`src/rtl/clock_pkg.sv`:
```
// clock_pkg: mode encoding, field widths/limits and the wrap helper used by the clock setter
package clock_pkg;
  typedef enum logic [1:0] {RUN = 2'd0, SET_H = 2'd1, SET_M = 2'd2, SET_S = 2'd3} mode_t;
  localparam int H_W = 5;
  localparam int M_W = 6;
  localparam int S_W = 6;
  localparam logic [H_W-1:0] HOUR_MAX = 5'd23;
  localparam logic [M_W-1:0] MIN_MAX = 6'd59;
  localparam logic [S_W-1:0] SEC_MAX = 6'd59;
  function automatic logic [5:0] step_wrap(input logic [5:0] v, input logic [5:0] max, input logic down);
    return down ? (v == 6'd0 ? max : v - 6'd1) : (v == max ? 6'd0 : v + 6'd1);
  endfunction
endpackage

```
`src/rtl/press_timer.sv`:
```
// press_timer: saturating press-duration counter with registered half/3 s/5 s threshold levels
module press_timer #(
  parameter int CLK_HZ = 1000
) (
  input  logic clock,
  input  logic rst,
  input  logic cnt_run,
  output logic sec_half,
  output logic sec_3,
  output logic sec_5
);
  localparam int MAX = 5 * CLK_HZ;
  localparam int CNT_W = $clog2(MAX + 1);
  logic [CNT_W-1:0] cnt;
  always_ff @(posedge clock) begin
    if (rst) begin
      cnt <= '0;
      sec_half <= 1'b0;
      sec_3 <= 1'b0;
      sec_5 <= 1'b0;
    end else begin
      cnt <= !cnt_run ? '0 : (cnt == CNT_W'(MAX) ? cnt : cnt + 1'b1);
      sec_half <= cnt >= CNT_W'(CLK_HZ / 2);
      sec_3 <= cnt >= CNT_W'(3 * CLK_HZ);
      sec_5 <= cnt >= CNT_W'(MAX);
    end
  end
endmodule

```
`src/rtl/clock_set_ctrl.sv`:
```
// clock_set_ctrl: click-driven set-mode FSM editing shadow h/m/s, with commit strobe and inactivity abort
module clock_set_ctrl
  import clock_pkg::*;
#(
  parameter int CLK_HZ = 1000,
  parameter int TIMEOUT_S = 10
) (
  input  logic           clock,
  input  logic           rst,
  input  logic           cnt_run,
  input  logic           tick_1hz,
  input  logic           click_1,
  input  logic           click_2,
  input  logic           click_3,
  input  logic           click_3s,
  input  logic           click_5s,
  input  logic [H_W-1:0] cur_h,
  input  logic [M_W-1:0] cur_m,
  input  logic [S_W-1:0] cur_s,
  output logic           sec_half,
  output logic           sec_3,
  output logic           sec_5,
  output logic [1:0]     mode,
  output logic           run_en,
  output logic [H_W-1:0] edit_h,
  output logic [M_W-1:0] edit_m,
  output logic [S_W-1:0] edit_s,
  output logic           load
);
  localparam int TW = $clog2(TIMEOUT_S + 1);
  mode_t mode_q, mode_n;
  logic [H_W-1:0] h_n;
  logic [M_W-1:0] m_n;
  logic [S_W-1:0] s_n;
  logic [TW-1:0] to_cnt, to_n;
  logic load_n, expire;
  press_timer #(.CLK_HZ(CLK_HZ)) u_press (
    .clock(clock), .rst(rst), .cnt_run(cnt_run),
    .sec_half(sec_half), .sec_3(sec_3), .sec_5(sec_5)
  );
  assign mode = mode_q;
  assign expire = to_cnt == TW'(TIMEOUT_S - 1);
  // Click chain in priority order; the timeout only advances when no click arrived this cycle
  always_comb begin
    mode_n = mode_q;
    h_n = edit_h;
    m_n = edit_m;
    s_n = edit_s;
    to_n = '0;
    load_n = 1'b0;
    if (mode_q == RUN) begin
      if (click_3s && !click_5s) begin
        mode_n = SET_H;
        h_n = cur_h;
        m_n = cur_m;
        s_n = cur_s;
      end
    end else if (click_5s) mode_n = RUN;
    else if (click_3s) begin
      mode_n = RUN;
      load_n = 1'b1;
    end else if (click_3) begin
      mode_n = mode_q == SET_H ? SET_M : mode_q == SET_M ? SET_S : RUN;
      load_n = mode_q == SET_S;
    end else if (click_1 || click_2) begin
      h_n = mode_q == SET_H ? H_W'(step_wrap({1'b0, edit_h}, {1'b0, HOUR_MAX}, click_2)) : edit_h;
      m_n = mode_q == SET_M ? step_wrap(edit_m, MIN_MAX, click_2) : edit_m;
      s_n = mode_q == SET_S ? step_wrap(edit_s, SEC_MAX, click_2) : edit_s;
    end else if (tick_1hz) begin
      mode_n = expire ? RUN : mode_q;
      to_n = expire ? '0 : to_cnt + 1'b1;
    end else to_n = to_cnt;
  end
  always_ff @(posedge clock) begin
    if (rst) begin
      mode_q <= RUN;
      run_en <= 1'b1;
      load <= 1'b0;
      edit_h <= '0;
      edit_m <= '0;
      edit_s <= '0;
      to_cnt <= '0;
    end else begin
      mode_q <= mode_n;
      run_en <= mode_n == RUN;
      load <= load_n;
      edit_h <= h_n;
      edit_m <= m_n;
      edit_s <= s_n;
      to_cnt <= to_n;
    end
  end
endmodule

```
`config.mk`:
```
export PLATFORM = sky130hd
export DESIGN_NAME = clock_set_ctrl
export DESIGN_NICKNAME = d
export VERILOG_FILES = /design/src/rtl/clock_pkg.sv /design/src/rtl/press_timer.sv /design/src/rtl/clock_set_ctrl.sv
export SDC_FILE = /design/constraint.sdc
export NUM_CORES = 1
export LEC_CHECK = 0
export CELL_PAD_IN_SITES_DETAIL_PLACEMENT = 1
export CELL_PAD_IN_SITES_GLOBAL_PLACEMENT = 2
export CORE_MARGIN = 1
export CORE_UTILIZATION = 30
export CTS_CLUSTER_DIAMETER = 50
export DETAILED_ROUTE_END_ITERATION = 10
export PLACE_DENSITY = 0.85
export SYNTH_ARGS = -nofsm -noshare
export SYNTH_HDL_FRONTEND = slang
export SYNTH_SLANG_ARGS = --single-unit
export TNS_END_PERCENT = 5
```
`constraint.sdc`:
```
create_clock -name clock -period 2.5 [get_ports clock]
set_input_delay 0.375 -clock clock [delete_from_list [all_inputs] [get_ports clock]]
set_output_delay 0.375 -clock clock [all_outputs]
set_load 0.03 [all_outputs]
```
# --- Word-level counts from Yosys, hierarchy flattened ---
# Cells that the tools add are included.
op_classes:
  addsub: 8
  multipliers: 0
  n_div: 0
  order_cmp: 3
  n_eq_ne: 12
  shifts: 0
  muxes: 43
  bitwise_logic: 1
  reduce_logical: 18
op_table:
  columns: ["cell", "n"]
  rows:
  - ["6-bit 2-to-1 mux", 20]
  - ["5-bit 2-to-1 mux", 10]
  - ["2-bit 2-to-1 mux", 10]
  - ["6-bit AND reduction", 3]
  - ["13-bit by 1-bit adder with 13-bit output, second input constant", 1]
  - ["13-bit equality test, second input constant", 1]
  - ["13-bit by 12-bit greater-or-equal comparator with 1-bit output, second input constant", 1]
  - ["13-bit greater-or-equal comparator, second input constant", 1]
  - ["13-bit by 9-bit greater-or-equal comparator with 1-bit output, second input constant", 1]
  - ["6-bit by 1-bit adder with 6-bit output, second input constant", 2]
  - ["6-bit equality test, second input constant", 2]
  - ["6-bit logical NOT", 2]
  - ["6-bit by 1-bit subtractor with 6-bit output, second input constant", 2]
  - ["2-bit by 1-bit != test with 1-bit output, second input constant", 4]
  - ["2-bit nonzero test", 4]
  - ["6-bit OR reduction", 1]
  - ["5-bit by 1-bit adder with 5-bit output, second input constant", 1]
  - ["5-bit equality test, second input constant", 1]
  - ["5-bit logical NOT", 1]
  - ["5-bit by 1-bit subtractor with 5-bit output, second input constant", 1]
  - ["4-bit by 1-bit adder with 4-bit output, second input constant", 1]
  - ["2-bit equality test, second input constant", 2]
  - ["4-bit equality test, second input constant", 1]
  - ["2-bit logical NOT", 2]
  - ["other kinds (9)", 10]
totals:
  regBits: 41
  latch_bits: 0
  ramBits: 0
  rom_bits: 0
  output_inout_bits: 24
  word_cells: 96
  mem_count: 0

# --- Logic depth before layout (Yosys ltp) ---
depth:
  word_depth: 9
  ltp_mapped: 9

# --- Hierarchy ---
# From an unflattened synthesis, not the netlist that was laid out.
unflattened:
  hier_cells: 363
  area_unflattened_um2: 2844.0
modules_own_cells:
  columns: ["module", "instances", "cells_per_inst", "area_each_um2"]
  rows:
  - ["clock_set_ctrl", 1, 274, 2060.7]
  - ["press_timer", 1, 89, 783.3]

# --- Least setup slack after synthesis ---
# No wires, ideal clock.
synth_timing:
  kind: "reg-to-reg"
  startpoint: "register mode_q[0] (netlist: mode[0])"
  endpoint: "register run_en"
  setup_time_ns: 0.114
  arrival_time_ns: 1.975
  setup_slack_ns: 0.411
  stages_incl_launch_ff: 8
  period_less_slack_ns: 2.089
  cell_sequence: "dfxtp_1 > inv_1 > ha_1 > clkbuf_1 > or2_2 > o41ai_1 > a21oi_1 > a21o_1"
synth_between:
  elab_chain_len: 8
synth_lines:
  columns: ["item", "line", "text"]
  rows:
  - ["from (decl)", "clock_set_ctrl.sv:31", "mode_t mode_q, mode_n;"]
  - ["from (signal assigned)", "clock_set_ctrl.sv:84", "mode_q <= mode_n;"]
  - ["2-bit equality test or 2-bit 2-to-1 mux (tied branches)", "clock_set_ctrl.sv:63, clock_set_ctrl.sv:70", null]
  - ["2-bit 2-to-1 mux, on equally long branches", "clock_set_ctrl.sv:63, clock_set_ctrl.sv:69", null]
  - ["2-bit 2-to-1 mux, on equally long branches", "clock_set_ctrl.sv:63, clock_set_ctrl.sv:65", null]
  - ["2-bit 2-to-1 mux", "clock_set_ctrl.sv:62", "end else if (click_3) begin"]
  - ["2-bit 2-to-1 mux", "clock_set_ctrl.sv:59", "else if (click_3s) begin"]
  - ["2-bit 2-to-1 mux", "clock_set_ctrl.sv:58", "end else if (click_5s) mode_n = RUN;"]
  - ["2-bit 2-to-1 mux *", "clock_set_ctrl.sv:51", "if (mode_q == RUN) begin"]
  - ["2-bit logical NOT *", "clock_set_ctrl.sv:85", "run_en <= mode_n == RUN;"]
  - ["to (signal assigned)", "clock_set_ctrl.sv:77", "run_en <= 1'b1;"]
  - ["to (signal assigned)", "clock_set_ctrl.sv:85", null]
  - ["to (decl)", "clock_set_ctrl.sv:24", "output logic run_en,"]
# Every way passes the cells marked *; elsewhere a longest branch is shown, timed or not.
# A chain may end at the register's enable or synchronous reset.

# --- Worst setup path after layout ---
layout_timing:
  startpoint: "register mode_q[1] (netlist: mode[1])"
  endpoint: "register edit_m[0]"
layout_between:
  elab_chain_len: 3
layout_lines:
  columns: ["item", "line", "text"]
  rows:
  - ["2-bit equality test or 2-bit logical NOT (tied branches)", "clock_set_ctrl.sv:67, clock_set_ctrl.sv:51", null]
  - ["2-bit nonzero test (no source line) or 2-bit by 1-bit != test with 1-bit output (tied branches)", null, null]
  - ["6-bit AND reduction (no source line)", null, null]
  - ["to (signal assigned)", "clock_set_ctrl.sv:88", "edit_m <= m_n;"]
  - ["to (decl)", "clock_set_ctrl.sv:26", "output logic [M_W-1:0] edit_m,"]
# Parallel ways exist; a longest one is shown, timed or not.

==> metrics.md <==
| Metric | Value |
|---|---|
| CTS Buffer Depth | `2` |
| Die ar. | `9490 sq um` |
| Tcrit/Tclk final | `85.0%` |
| # rows | `34` |
| Post-synth EDFFs | `0` |
| Req. time, crit path | `2.73 ns` |
| Area of the multi-input gates | `1780 sq um` |
| Leak pwr | `1.22 nW` |
| Filler instances | `1060` |
| CTS tree | `yes` |
| Number of global-route vias before repair | `2703` |
| Starting Density | `31.2%` |
| Syn Area/Cell | `7.73 sq um` |
| ANT cells | `0` |
| First-pass GRT wire length | `13.0 mm` |
| Gr usage total | `16.3%` |
| Hold buffer count at cts | `0` |
| Storage element area | `821 sq um` |
| Mapped Cells | `353` |
| Unrepaired setup endpoints after global routing | `no` |
| Largest net degree at the start of global routing | `29` |
| Routed wire length | `7.54 mm` |
| Root buf cell | `clkbuf_8` |
| Syn nets | `393` |
| Synth cell types | `52` |
| Skew-Pair Late Insertion Delay | `0.30 ns` |
| Asr flop ratio synth | `0%` |
| Drt pass-1 iters | `4` |
| Rel. slew slack | `66.7%` |
| Power per cell area | `517 nW/um^2` |
| Port Buf Inserts | `49` |
| # DRC | `0` |
| CP Max Fanout | `11` |
| Antenna violations before repair | `0` |
| Critical path class | `reg2reg` |
| Largest family of logic cells by synthesized area | `simple AND/OR/NAND/NOR gates` |
| Mapped Area | `2730 sq um` |
| Dpl hpwl | `5.59 mm` |
| Setup violators final | `0` |
| Layout cell share with drive strength beyond 1 | `6.06%` |
| YS warnings | `0` |
| Tightest Pin Transition | `0.499 ns` |
| Min Hold Slack | `0.503 ns` |
| Die extent in y | `97.4 microns` |
| Sequential share of the synthesized area | `30.1%` |
| CP Capture Type | `flop` |
| Routed WL per cell | `15.0 microns` |
| Min-delay worst type | `reg2reg` |
| IO Pins | `50` |
| Vias/cell | `5.31` |
| Mux contribution to synthesized area | `1.10%` |
| Fin Setup TNS | `0 ns` |
| Ys flop type | `dfxtp_1` |
| Startpoint Class | `flop` |
| Minimum clock period | `2.13 ns` |
| Nets@finish | `435` |
| Drt initial violations | `70` |
| Status | `finished, final reports clean` |
| Max-slew violation count | `0` |
| Max Freq | `0.470 GHz` |
| Final ANT Viol Nets | `0` |
| Arrival time at the worst endpoint | `2.35 ns` |
| Remaining Overflow, GRT | `0` |
| Max_cap viols | `0` |
| Cts bufs inserted | `5` |
| Final Wtd Congestion | `0.849` |
| Syn-to-layout area delta | `26.5%` |
| CP max stage delay | `0.46 ns` |
| Vias | `2676` |
| Peak supply drop | `0.204 mV` |
| Slowest cell on crit path | `dfxtp_1` |
| Total clock sinks | `41` |
| Worst-path clk slew | `0.08 ns` |
| Die width | `97.4 microns` |
| Synth Area in Compound Gates | `20.9%` |
| Placeable core area | `8760 sq um` |
| Final hold vios | `0` |
| Yosys reg bits | `41` |
| Simple-Gate Fraction of Synth Area | `30.7%` |
| Cell chain of the critical path | `inv_1 -> ha_1 -> nor3_2 -> nand3_1 -> a21o_1 -> or3_1 -> a31oi_1` |
| Clock Skew | `0.00533 ns` |
| CTS-repair resized insts | `0` |
| Post-CTS Setup Repair Bufs | `0` |
| Post-Synth Adder-Cell Area | `6.42%` |
| XOR/XNOR share of the synthesized area | `6.10%` |
| Htree depth | `2` |
worst max-delay path, delay by kind of cell, from the launching register on:
family | cells | cell delay (ns)
buffers and inverters | 1 | 0.11
AOI/OAI and AO/OA | 2 | 0.44
and+or+nand+nor | 3 | 0.73
DFF | 1 | 0.46
adders and majority gates | 1 | 0.33
sequential cells by signal, summed over array words and instances (netlist names):
| signal | flops |
|---|---|
| u_press.cnt | 13 |
| edit_m | 6 |
| edit_s | 6 |
| edit_h | 5 |
| to_cnt | 4 |
| mode | 2 |
| load | 1 |
| run_en | 1 |
| u_press.sec_3 | 1 |
| u_press.sec_5 | 1 |
| u_press.sec_half | 1 |
report_power, final:
group          internal, mW  switching (mW)  leakage, nW  total [mW]
clock network         0.402           0.255       0.0687       0.657
registers             0.676          0.0528        0.333       0.729
logic                 0.183           0.215        0.817       0.398
total                  1.26           0.523         1.22        1.78
per-layer routing:
layer  wire, microns  vias to the layer above  track usage, %  share of wire, %
met1            3480                     1287            20.4                46
met4              75                        0            3.51              0.99
met5               0                        -               0                 0
li1                -                     1347               -                 -
met2            3750                       34            29.2                50
met3             235                        8            2.59               3.1
Yosys cell counts (2+ instances only):
cell / number / share of area [%]
a211o_1: 2 / 0.64
a21o_1: 4 / 1.1
a21oi_1: 30 / 5.5
a221oi_1: 5 / 1.6
a311o_1: 3 / 1.1
a311oi_1: 5 / 1.6
a31oi_1: 6 / 1.4
and3_1: 9 / 2.1
buf_2: 5 / 0.92
clkbuf_1: 13 / 1.8
dfxtp_1: 41 / 30
ha_1: 14 / 6.4
inv_1: 12 / 1.6
mux2i_1: 3 / 1.1
nand2_1: 33 / 4.5
nand2b_1: 12 / 2.7
nand3_1: 21 / 3.8
nand3b_1: 2 / 0.55
nand4b_1: 2 / 0.64
nor2_1: 33 / 4.5
nor2b_1: 9 / 2.1
nor3_1: 11 / 2.0
nor3_2: 2 / 0.73
nor4_1: 5 / 1.1
o21ai_0: 16 / 2.9
o21bai_1: 2 / 0.55
o31ai_1: 2 / 0.55
o41ai_1: 5 / 1.6
or2_2: 2 / 0.46
or3_1: 5 / 1.1
xnor2_1: 10 / 3.2
xor2_1: 9 / 2.9
placed cells by master, fill, tap and decap left out, drive strengths merged, types with 6 or more instances in the layout:
master / instances
dfxtp: 41
buf: 6
nor3: 13
nor2: 33
nand2: 33
and3: 9
o21ai: 16
ha: 14
a31oi: 6
nor2b: 9
xor2: 9
nand2b: 12
nand3: 22
inv: 13
a21oi: 31
clkdlybuf4s50: 49
xnor2: 10
area by class of cell:
type / instances / area share (%)
clock buffers: 5 / 1.99
clock inverters: 3 / 1.99
inverters: 12 / 1.30
multi-input cells: 280 / 51.5
flip-flops and latches: 41 / 23.8
well taps: 108 / 3.91
repair buffers: 55 / 15.5
worst paths after layout:
path                     to  depth (start not counted)  slack, ns      start
hold / removal    to_cnt[3]                          2       0.50  to_cnt[3]
hold reg to reg   to_cnt[3]                          2       0.50  to_cnt[3]
setup / recovery  edit_m[0]                          7       0.37    mode[1]
setup reg to reg  edit_m[0]                          7       0.37    mode[1]
per-stage QoR:
stage          utilization [%]  instances  worst slack [ns]  cell area [sq um]  total power [mW]
2_1_floorplan                -        353             0.411               2730             0.992
3_3_place_gp              37.8        496             0.253               3320              1.14
3_5_place_dp              37.8        496             0.256               3320              1.14
4_1_cts                   39.4        504             0.370               3450              1.81
5_1_grt                   39.4        504             0.166               3450              1.88
6_report                  39.4        504             0.375               3450              1.78
cells by family after synthesis:
| logic type | Yosys count |
|---|---|
| simple gates | 157 |
| compound gates | 87 |
| flops | 41 |
| buf+inv | 32 |
| xor+xnor | 19 |
| fa+ha+maj | 14 |
| mux | 3 |
(Power assumes the default switching activity.)
